$ cat src/rtl/spi_xfer_arbiter_if.sv
// spi_xfer_arbiter_if -- request/SPI-master/data-register bundle for the
// SPI transfer arbiter.
//   req, enable_mask : per-slave transfer request and enable (to arbiter)
//   spi_busy         : SPI master busy, SPI clock domain (to arbiter)
//   ack, err         : per-slave completion / timeout pulses (from arbiter)
//   spi_select       : one-hot slave select, spi_start : start request
//   tx_reg_addr      : TX data-register address of the granted slave
//   rx_reg_en/addr   : RX data-register write strobe and address
//   active           : arbiter not idle, cur_slave : granted slave index
interface spi_xfer_arbiter_if;
  logic [7:0] req;
  logic [7:0] enable_mask;
  logic       spi_busy;
  logic [7:0] ack;
  logic [7:0] err;
  logic [7:0] spi_select;
  logic       spi_start;
  logic [7:0] tx_reg_addr;
  logic       rx_reg_en;
  logic [7:0] rx_reg_addr;
  logic       active;
  logic [2:0] cur_slave;

  // slave: the arbiter itself
  modport slave (
    input  req, enable_mask, spi_busy,
    output ack, err, spi_select, spi_start, tx_reg_addr,
           rx_reg_en, rx_reg_addr, active, cur_slave
  );

  // master: whoever raises requests and plays the SPI master
  modport master (
    output req, enable_mask, spi_busy,
    input  ack, err, spi_select, spi_start, tx_reg_addr,
           rx_reg_en, rx_reg_addr, active, cur_slave
  );
endinterface

$ cat src/rtl/spi_xfer_arbiter.sv
// spi_xfer_arbiter -- round-robin arbiter granting one of 8 slaves access to
// a single SPI master, with per-transfer timeout and an idle gap between
// transfers.
//   ACLK  : sole clock, rising edge
//   reset : synchronous, active-high
//   bus   : spi_xfer_arbiter_if.slave (requests, SPI master handshake,
//           data-register addressing, status)
// Parameters: GAP_CYC (>=1) idle cycles between transfers, TIMEOUT_CYC max
// cycles in START+XFER, TX_BASE / RX_BASE data-register base addresses.
module spi_xfer_arbiter #(
  parameter int unsigned GAP_CYC     = 4,
  parameter int unsigned TIMEOUT_CYC = 1024,
  parameter logic [7:0]  TX_BASE     = 8'h00,
  parameter logic [7:0]  RX_BASE     = 8'h08
) (
  input  logic               ACLK,
  input  logic               reset,
  spi_xfer_arbiter_if.slave  bus
);
  localparam int NUM_SLV = 8;
  localparam int TW      = $clog2(TIMEOUT_CYC + 1);
  localparam int GW      = $clog2(GAP_CYC + 1);
  localparam logic [TW-1:0] TLIM = TW'(TIMEOUT_CYC - 1);
  localparam logic [GW-1:0] GLIM = GW'(GAP_CYC - 1);

  typedef enum logic [2:0] {
    S_IDLE, S_START, S_XFER, S_CAPTURE, S_ABORT, S_GAP
  } state_t;

  state_t          state_q, state_d;
  logic [2:0]      ptr_q, cur_q;
  logic [TW-1:0]   tcnt_q;
  logic [GW-1:0]   gcnt_q;
  logic            busy_m, busy_s;
  logic [7:0]      elig, sel_oh;
  logic            gnt_vld, tmo, gap_done;
  logic [2:0]      gnt_idx, rr_idx;

  // 2-flop synchronizer: spi_busy comes from the SPI clock domain
  always_ff @(posedge ACLK) begin
    if (reset) begin
      busy_m <= 1'b0;
      busy_s <= 1'b0;
    end else begin
      busy_m <= bus.spi_busy;
      busy_s <= busy_m;
    end
  end

  // Round-robin pick: first eligible index starting at ptr, wrapping mod 8
  always_comb begin
    elig    = bus.req & bus.enable_mask;
    gnt_vld = 1'b0;
    gnt_idx = '0;
    rr_idx  = '0;
    for (int i = 0; i < NUM_SLV; i++) begin
      rr_idx = ptr_q + 3'(i);
      if (!gnt_vld && elig[rr_idx]) begin
        gnt_vld = 1'b1;
        gnt_idx = rr_idx;
      end
    end
  end

  assign sel_oh   = 8'b1 << cur_q;
  assign tmo      = (tcnt_q == TLIM);
  assign gap_done = (gcnt_q == GLIM);

  always_ff @(posedge ACLK) begin
    if (reset) state_q <= S_IDLE;
    else       state_q <= state_d;
  end

  // Next state and outputs; all outputs decode from the registered state so
  // they drop to 0 the cycle after reset is taken.
  always_comb begin
    state_d         = state_q;
    bus.ack         = '0;
    bus.err         = '0;
    bus.spi_select  = '0;
    bus.spi_start   = 1'b0;
    bus.tx_reg_addr = '0;
    bus.rx_reg_en   = 1'b0;
    bus.rx_reg_addr = '0;
    bus.active      = (state_q != S_IDLE);
    unique case (state_q)
      S_IDLE:    if (gnt_vld) state_d = S_START;
      S_START: begin
        bus.spi_start   = 1'b1;
        bus.spi_select  = sel_oh;
        bus.tx_reg_addr = TX_BASE + {5'b0, cur_q};
        // timeout wins over the busy handshake
        if (tmo)         state_d = S_ABORT;
        else if (busy_s) state_d = S_XFER;
      end
      S_XFER: begin
        bus.spi_select  = sel_oh;
        bus.tx_reg_addr = TX_BASE + {5'b0, cur_q};
        if (tmo)          state_d = S_ABORT;
        else if (!busy_s) state_d = S_CAPTURE;
      end
      S_CAPTURE: begin
        bus.rx_reg_en   = 1'b1;
        bus.rx_reg_addr = RX_BASE + {5'b0, cur_q};
        bus.ack         = sel_oh;
        state_d         = S_GAP;
      end
      S_ABORT: begin
        bus.err = sel_oh;
        state_d = S_GAP;
      end
      S_GAP:     if (gap_done) state_d = S_IDLE;
      default:   state_d = S_IDLE;
    endcase
  end

  // Grant, round-robin pointer, timeout and gap counters
  always_ff @(posedge ACLK) begin
    if (reset) begin
      ptr_q  <= '0;
      cur_q  <= '0;
      tcnt_q <= '0;
      gcnt_q <= '0;
    end else begin
      unique case (state_q)
        S_IDLE: if (gnt_vld) begin
          cur_q  <= gnt_idx;
          tcnt_q <= '0;
        end
        S_START, S_XFER: tcnt_q <= tcnt_q + 1'b1;
        S_CAPTURE, S_ABORT: begin
          ptr_q  <= cur_q + 3'd1;
          gcnt_q <= '0;
        end
        S_GAP:   gcnt_q <= gcnt_q + 1'b1;
        default: ;
      endcase
    end
  end

  assign bus.cur_slave = cur_q;
endmodule

$ cat src/flat_wrapper.sv
// flat-port wrapper written by rule: the top's interface ports become plain ports
module spi_xfer_arbiter_flat 
#(
  parameter int unsigned GAP_CYC     = 4,
  parameter int unsigned TIMEOUT_CYC = 1024,
  parameter logic [7:0]  TX_BASE     = 8'h00,
  parameter logic [7:0]  RX_BASE     = 8'h08
)
  (ACLK, reset, bus_req, bus_enable_mask, bus_spi_busy, bus_ack, bus_err, bus_spi_select, bus_spi_start, bus_tx_reg_addr, bus_rx_reg_en, bus_rx_reg_addr, bus_active, bus_cur_slave);
  spi_xfer_arbiter_if bus_i ();
  input  logic ACLK;
  input  logic reset;
  input wire logic [$bits(bus_i.req)-1:0] bus_req;
  input wire logic [$bits(bus_i.enable_mask)-1:0] bus_enable_mask;
  input wire logic [$bits(bus_i.spi_busy)-1:0] bus_spi_busy;
  output wire logic [$bits(bus_i.ack)-1:0] bus_ack;
  output wire logic [$bits(bus_i.err)-1:0] bus_err;
  output wire logic [$bits(bus_i.spi_select)-1:0] bus_spi_select;
  output wire logic [$bits(bus_i.spi_start)-1:0] bus_spi_start;
  output wire logic [$bits(bus_i.tx_reg_addr)-1:0] bus_tx_reg_addr;
  output wire logic [$bits(bus_i.rx_reg_en)-1:0] bus_rx_reg_en;
  output wire logic [$bits(bus_i.rx_reg_addr)-1:0] bus_rx_reg_addr;
  output wire logic [$bits(bus_i.active)-1:0] bus_active;
  output wire logic [$bits(bus_i.cur_slave)-1:0] bus_cur_slave;
  assign bus_i.req = bus_req;
  assign bus_i.enable_mask = bus_enable_mask;
  assign bus_i.spi_busy = bus_spi_busy;
  assign bus_ack = bus_i.ack;
  assign bus_err = bus_i.err;
  assign bus_spi_select = bus_i.spi_select;
  assign bus_spi_start = bus_i.spi_start;
  assign bus_tx_reg_addr = bus_i.tx_reg_addr;
  assign bus_rx_reg_en = bus_i.rx_reg_en;
  assign bus_rx_reg_addr = bus_i.rx_reg_addr;
  assign bus_active = bus_i.active;
  assign bus_cur_slave = bus_i.cur_slave;
  spi_xfer_arbiter #(.GAP_CYC(GAP_CYC), .TIMEOUT_CYC(TIMEOUT_CYC), .TX_BASE(TX_BASE), .RX_BASE(RX_BASE)) u_core (.ACLK(ACLK), .reset(reset), .bus(bus_i));
endmodule
$ cat config.mk
export PLATFORM = sky130hd
export DESIGN_NAME = spi_xfer_arbiter_flat
export DESIGN_NICKNAME = d
export VERILOG_FILES = /design/src/rtl/spi_xfer_arbiter_if.sv /design/src/rtl/spi_xfer_arbiter.sv /design/src/flat_wrapper.sv
export SDC_FILE = /design/constraint.sdc
export NUM_CORES = 1
export LEC_CHECK = 0
export ABC_AREA = 1
export CAP_MARGIN = 20
export CORE_ASPECT_RATIO = 1.25
export CORE_MARGIN = 4
export CORE_UTILIZATION = 51
export CTS_BUF_LIST = sky130_fd_sc_hd__clkbuf_4 sky130_fd_sc_hd__clkbuf_8
export CTS_CLUSTER_SIZE = 25
export DETAILED_ROUTE_END_ITERATION = 8
export PLACE_DENSITY = 0.86
export RECOVER_POWER = 100
export SETUP_SLACK_MARGIN = 0.05
export SLEW_MARGIN = 20
export SYNTH_ARGS = -nofsm -noshare
export SYNTH_HDL_FRONTEND = slang
export SYNTH_SLANG_ARGS = --single-unit
export TNS_END_PERCENT = 30
$ cat constraint.sdc
create_clock -name ACLK -period 3.4 [get_ports ACLK]
set_clock_uncertainty 0.05 [all_clocks]
set_input_delay 1.02 -clock ACLK [delete_from_list [all_inputs] [get_ports ACLK]]
set_output_delay 1.02 -clock ACLK [all_outputs]
set_load 0.02 [all_outputs]
Word-level counts from Yosys, hierarchy flattened --
Index checks and enable logic that the tools add are counted.
Word-level totals: latch bits 0, RAM bits 0, word-level logic and storage cells 111, bits in read-only memories 0, memories 0, bits in registers 25
Operators by class: reduce and logical (&&, ||, !) cells 23, shift-type cells 1, order comparisons 8, divide/modulo/power cells 0, eq/ne operators 11, mux-type cells 49, $add $sub $neg 11, bitwise operators 1, multipliers 0
Operators with widths (number):
- 3-bit 2-to-1 mux | 15
- 3-bit by 4-bit less-than comparator with 1-bit output (second input constant) | 8
- 8-bit 2-to-1 mux | 4
- 1-bit binary-select mux with 3-bit select | 8
- 11-bit one-hot mux with 2 select lines | 1
- 1-bit 2-to-1 mux | 18
- 3-bit one-hot mux with 5 select lines | 1
- 3-bit adder (second input constant) | 4
- 11-bit by 1-bit adder with 11-bit output (second input constant) | 1
- 11-bit by 10-bit == test with 1-bit output (second input constant) | 1
- 11-bit 2-to-1 mux | 1
- 3-bit by 1-bit adder with 3-bit output (second input constant) | 3
- 3-bit by 2-bit == test with 1-bit output (second input constant) | 3
- 8-bit bitwise AND | 1
- 1-bit by 3-bit left shift with 8-bit output (first input constant) | 1
- 1-bit logical AND | 7
- 1-bit zero test | 7
- 3-bit by 2-bit adder with 3-bit output (second input constant) | 2
- 3-bit == test (second input constant) | 2
- 3-bit one-hot mux with 2 select lines | 1
- 4-bit by 3-bit adder with 5-bit output (first input constant) | 1
- 2-bit by 1-bit != test with 1-bit output (second input constant) | 2
- 2-bit AND reduction | 2
- 4-bit AND reduction | 1
- other kinds (7) | 9

Longest topological paths before layout --
depth in word-level cells 27, gate-level depth with buffers 18

Worst setup path after synthesis --
Ideal clock, no wire load.
path type reg-to-output, start point register u_core.state_q[1], end point output bus_ack[0], cell stages (with the launch flop) 6, arrival time 1.453 ns, setup slack 0.877 ns, data required time 2.330 ns, buffers on the path 1, cells stage by stage dfxtp_1 -> nand2_1 -> nor2_1 -> inv_1 -> clkbuf_1 -> nor2_1
On the way: cells in the longest elaborated chain, start to end 2
RTL lines:
- start: declaration | line spi_xfer_arbiter.sv:30 | state_t state_q, state_d;
- start signal: assignment | line spi_xfer_arbiter.sv:71 | else state_q <= state_d;
- 3-bit by 2-bit == test with 1-bit output | line spi_xfer_arbiter.sv:86 | unique case (state_q)
- 8-bit 2-to-1 mux | line spi_xfer_arbiter.sv:86
- end: declaration | line flat_wrapper.sv:16 | output wire logic [$bits(bus_i.ack)-1:0] bus_ack;
No other way between the ends.

Worst setup path in the final report --
start point register u_core.state_q[1], end point output bus_tx_reg_addr[0]
On the way: cells in the longest elaborated chain, start to end 3, elaborated cells on any way between the ends 4
RTL lines:
- 3-bit by 1-bit == test with 1-bit output / 3-bit by 2-bit == test with 1-bit output (equally long branches) | line spi_xfer_arbiter.sv:86
- 2-bit OR reduction (no line) (*)
- 3-bit 2-to-1 mux (*) | line spi_xfer_arbiter.sv:86
- end: declaration | line flat_wrapper.sv:20 | output wire logic [$bits(bus_i.tx_reg_addr)-1:0] bus_tx_reg_addr;
Every way passes the cells marked *; elsewhere a longest branch is shown, timed or not.

==> results.md <==
- Min-delay src: u_core.busy_m$_SDFF_PP0_
- Cell count after placement: 522
- Area Growth Syn to Fin: 22.8%
- Min cycle time layout: 3.26 ns
- Layout cells sized above 1: 12.8%
- Critical Path Sink Type: output pin
- Startpoint Class: flop
- First-pass GRT wire length: 11700 um
- RSZ-0062 raised after global routing: false
- Fmax: 307 MHz
- Drt pass-1 iters: 4
- CTS Hold Bufs: 0
- Max Slew Vio Count: 0
- Vias per cell: 5.28
- WS Path Type: flop to output pin
- Detailed placement HPWL: about 5400 um
- Post-synth ARST share: 0%
- Setup tns final: 0 ns
- IO Count: 65
- Worst Max-Slew Pin Slew: 0.634 ns
- N_diodes: 0
- GR Util All Layers: 22.0%
- Rows: 28
- Drt total wl: 6720 um
- Die area: 6340 um2
- Cell-internal power: 0.960 mW
- Number of flops mapped to enable cells by yosys: 0
- Final Cycle Share: 95.9%
- Unique masters post-synth: 34
- Worst Path Arrival: 2.19 ns
- Sw frac: roughly 55%
- Hold Crit Depth: 2
- Layout Cells excl Fill: 528
- Core area: 4830 um2
- CTS tree: yes
- Residual DRC: 0
- Layout fillers: 451
- CTS root buffer: clkbuf_8
- Die Span Y: 88.0 um
- Clock Sinks: 25
- Vias: 2786
- 1st-iter DRT viols: 147
- CTS Buffer Depth: 2
- DIE WIDTH: 72.0 um
- Hold Violations, Final: 0
- Cells after synthesis: 415
- Hold Path End: u_core.busy_s$_SDFF_PP0_
- Max H-tree Level: 1
- Outcome: complete, no violations
- RR Startpoint: u_core.ptr_q[1]$_SDFFE_PP0P_
- YS warnings: 0
- Worst-path clk slew: around 0.090 ns
- Post-DRT Antenna Nets: 0
- Initial antenna violation count: 0
- Worst Reg2Reg Path Length in Cells: 15
- Largest net degree at the start of global routing: 18
- Initial core utilization: between 50% and 60%
- Path category of the worst min-delay check: flop to flop
- Register-to-register setup slack: roughly 0.37 ns
- Total grt overflow: 0
- Leakage: 1.49 nW
- PortBufs: between 50 and 60
- Final setup vio count: 0
- CTS Buf Count: 3
- Gate power share: approximately 72%
- GP Congestion: 0.911
- Reg2reg end: u_core.bus.cur_slave[1]$_SDFFE_PP0P_
- Max transition margin: 57.7%
- Sequential fraction of the synthesis area: 19.1%
- Synth Register Bits: 25
- Number of global-route vias before repair: ~2700
- Sequential share of power: 19.1%
- Most common flop cell mapped by yosys: dfxtp_1
- Clk_lat worst skew: 0.27 ns
- Nets@finish: 499
- Worst Path Max Fanout: 15
- Clk pwr share: 8.7%
- Peak supply drop: 0.348 mV
- Mapped cell area: 2610 um2
- DR WL/cell: 12.7 um
- Number of max-cap violations: 0
- Mean Syn Cell Area: 6.30 um2
- Net switching power figure: 1.16 mW
- Cell Pwr Density: 660 nW/um2
- Critical Path RT: ~2.3 ns
[cell families after synthesis]
family          count (synthesis)  synth area share (%)
flops                          25                  19.1
fa+ha+maj                      11                  5.27
simple gates                  265                  50.6
other cells                     1                 0.143
buf+inv                        73                  13.5
xor+xnor                        6                  2.87
compound gates                 34                  8.52
[per-layer routing]
layer	track usage (%)	up-vias	wire, um
met5	0	-	0
met4	7.35	0	170
met3	1.15	17	135
met2	43.6	45	3770
met1	24.6	1293	2640
li1	-	1431	-
[worst max-delay path: stages, from the launching register on]
cell	delay, ns
dfxtp_1	0.44
nor2_1	0.08
inv_1	0.07
nand2_1	0.08
nor2_2	0.18
clkinvlp_4	0.14
buf_12	0.16
nor2_1	0.09
dlygate4sd3_1	0.69
[synthesized netlist by cell type (all sizes together) (2+ instances only)]
| master | number | share of area, % |
|---|---|---|
| xor2 | 3 | 1.3 |
| buf | 16 | 5.3 |
| nand4 | 9 | 2.7 |
| dfxtp | 25 | 19 |
| or2 | 3 | 0.72 |
| xnor2 | 3 | 1.6 |
| nor3 | 7 | 1.3 |
| nand3 | 76 | 19 |
| nor2 | 56 | 9.0 |
| o21ai | 13 | 2.6 |
| nor4 | 5 | 1.2 |
| a21oi | 21 | 5.9 |
| clkbuf | 5 | 0.72 |
| inv | 52 | 7.5 |
| ha | 11 | 5.3 |
| and2 | 2 | 0.48 |
| nand2 | 107 | 16 |
[per-stage QoR]
stage          power (mW)  utilization (%)  hold slack (ns)  worst slack, ns  instance area [um2]
2_1_floorplan        1.59                -            0.338            0.877                 2640
3_3_place_gp         1.87             65.2            0.339            0.373                 3150
3_5_place_dp         1.90             65.2            0.350            0.293                 3150
4_1_cts              2.09             66.2            0.362            0.172                 3200
5_1_grt              2.33             66.4            0.393          0.00420                 3210
6_report             2.12             66.4            0.364            0.138                 3210
[power by group through the flow]
stage / clock network [mW] / logic (mW) / registers [mW]
4_1_cts: 0.186 / 1.50 / 0.406
5_1_grt: 0.199 / 1.72 / 0.415
3_5_place_dp: 0 / 1.49 / 0.413
6_report: 0.185 / 1.53 / 0.405
2_1_floorplan: 0 / 1.20 / 0.391
3_3_place_gp: 0 / 1.46 / 0.411
[how the worst max path moves through the flow]
stage,startpoint,to,slack [ns],cells past startpoint
floorplan,u_core.state_q[1]$_SDFFE_PP0P_,bus_ack[0],0.88,5
global placement,bus_enable_mask[0],u_core.bus.cur_slave[2]$_SDFFE_PP0P_,0.37,14
detailed placement,bus_enable_mask[0],u_core.bus.cur_slave[1]$_SDFFE_PP0P_,0.29,14
CTS,u_core.state_q[1]$_SDFFE_PP0P_,bus_spi_select[7],0.17,7
global route,u_core.state_q[1]$_SDFFE_PP0P_,bus_spi_select[1],0.004,8
finish,u_core.state_q[1]$_SDFFE_PP0P_,bus_tx_reg_addr[0],0.14,8
[layout by cell type (no fill, tap or decap), types with 2 or more instances in the layout]
| cell | netlist | layout |
|---|---|---|
| a21oi_1 | 10 | 10 |
| a21oi_2 | 10 | 10 |
| and2_1 | 2 | 2 |
| buf_4 | 12 | 5 |
| clkbuf_8 | 0 | 3 |
| clkdlybuf4s50_1 | 0 | 17 |
| conb_1 | 1 | 9 |
| dfxtp_1 | 25 | 25 |
| dlygate4sd3_1 | 0 | 38 |
| ha_1 | 11 | 11 |
| inv_1 | 47 | 47 |
| inv_2 | 5 | 4 |
| nand2_1 | 103 | 103 |
| nand2_2 | 3 | 3 |
| nand3_1 | 53 | 57 |
| nand3_2 | 22 | 18 |
| nand4_1 | 8 | 8 |
| nor2_1 | 54 | 53 |
| nor3_1 | 7 | 7 |
| nor4_1 | 5 | 5 |
| o21ai_0 | 12 | 12 |
| or2_2 | 3 | 3 |
| xnor2_2 | 2 | 2 |
| xor2_1 | 2 | 2 |
[flip-flops by register name (all words and copies together) (netlist names)]
signal                count
u_core.bus.cur_slave      3
u_core.ptr_q              3
u_core.busy_m             1
u_core.state_q            3
u_core.busy_s             1
u_core.tcnt_q            11
u_core.gcnt_q             3
[area by class of cell]
type | count | area (um2) | share of cell area (%)
inverter | 52 | 199 | 6.20
clock buffer | 4 | 48.8 | 1.52
multi-input combinational | 325 | 1770 | 55.3
tap | 60 | 75.1 | 2.34
timing repair buffer | 62 | 612 | 19.1
sequential | 25 | 500 | 15.6
[timing repair]
item / CTS / global route
buffers inserted: 0 / 2
resized for setup: 0 / 2
setup endpoints to repair: 0 / 11
Power figures use the tool's default switching activity.
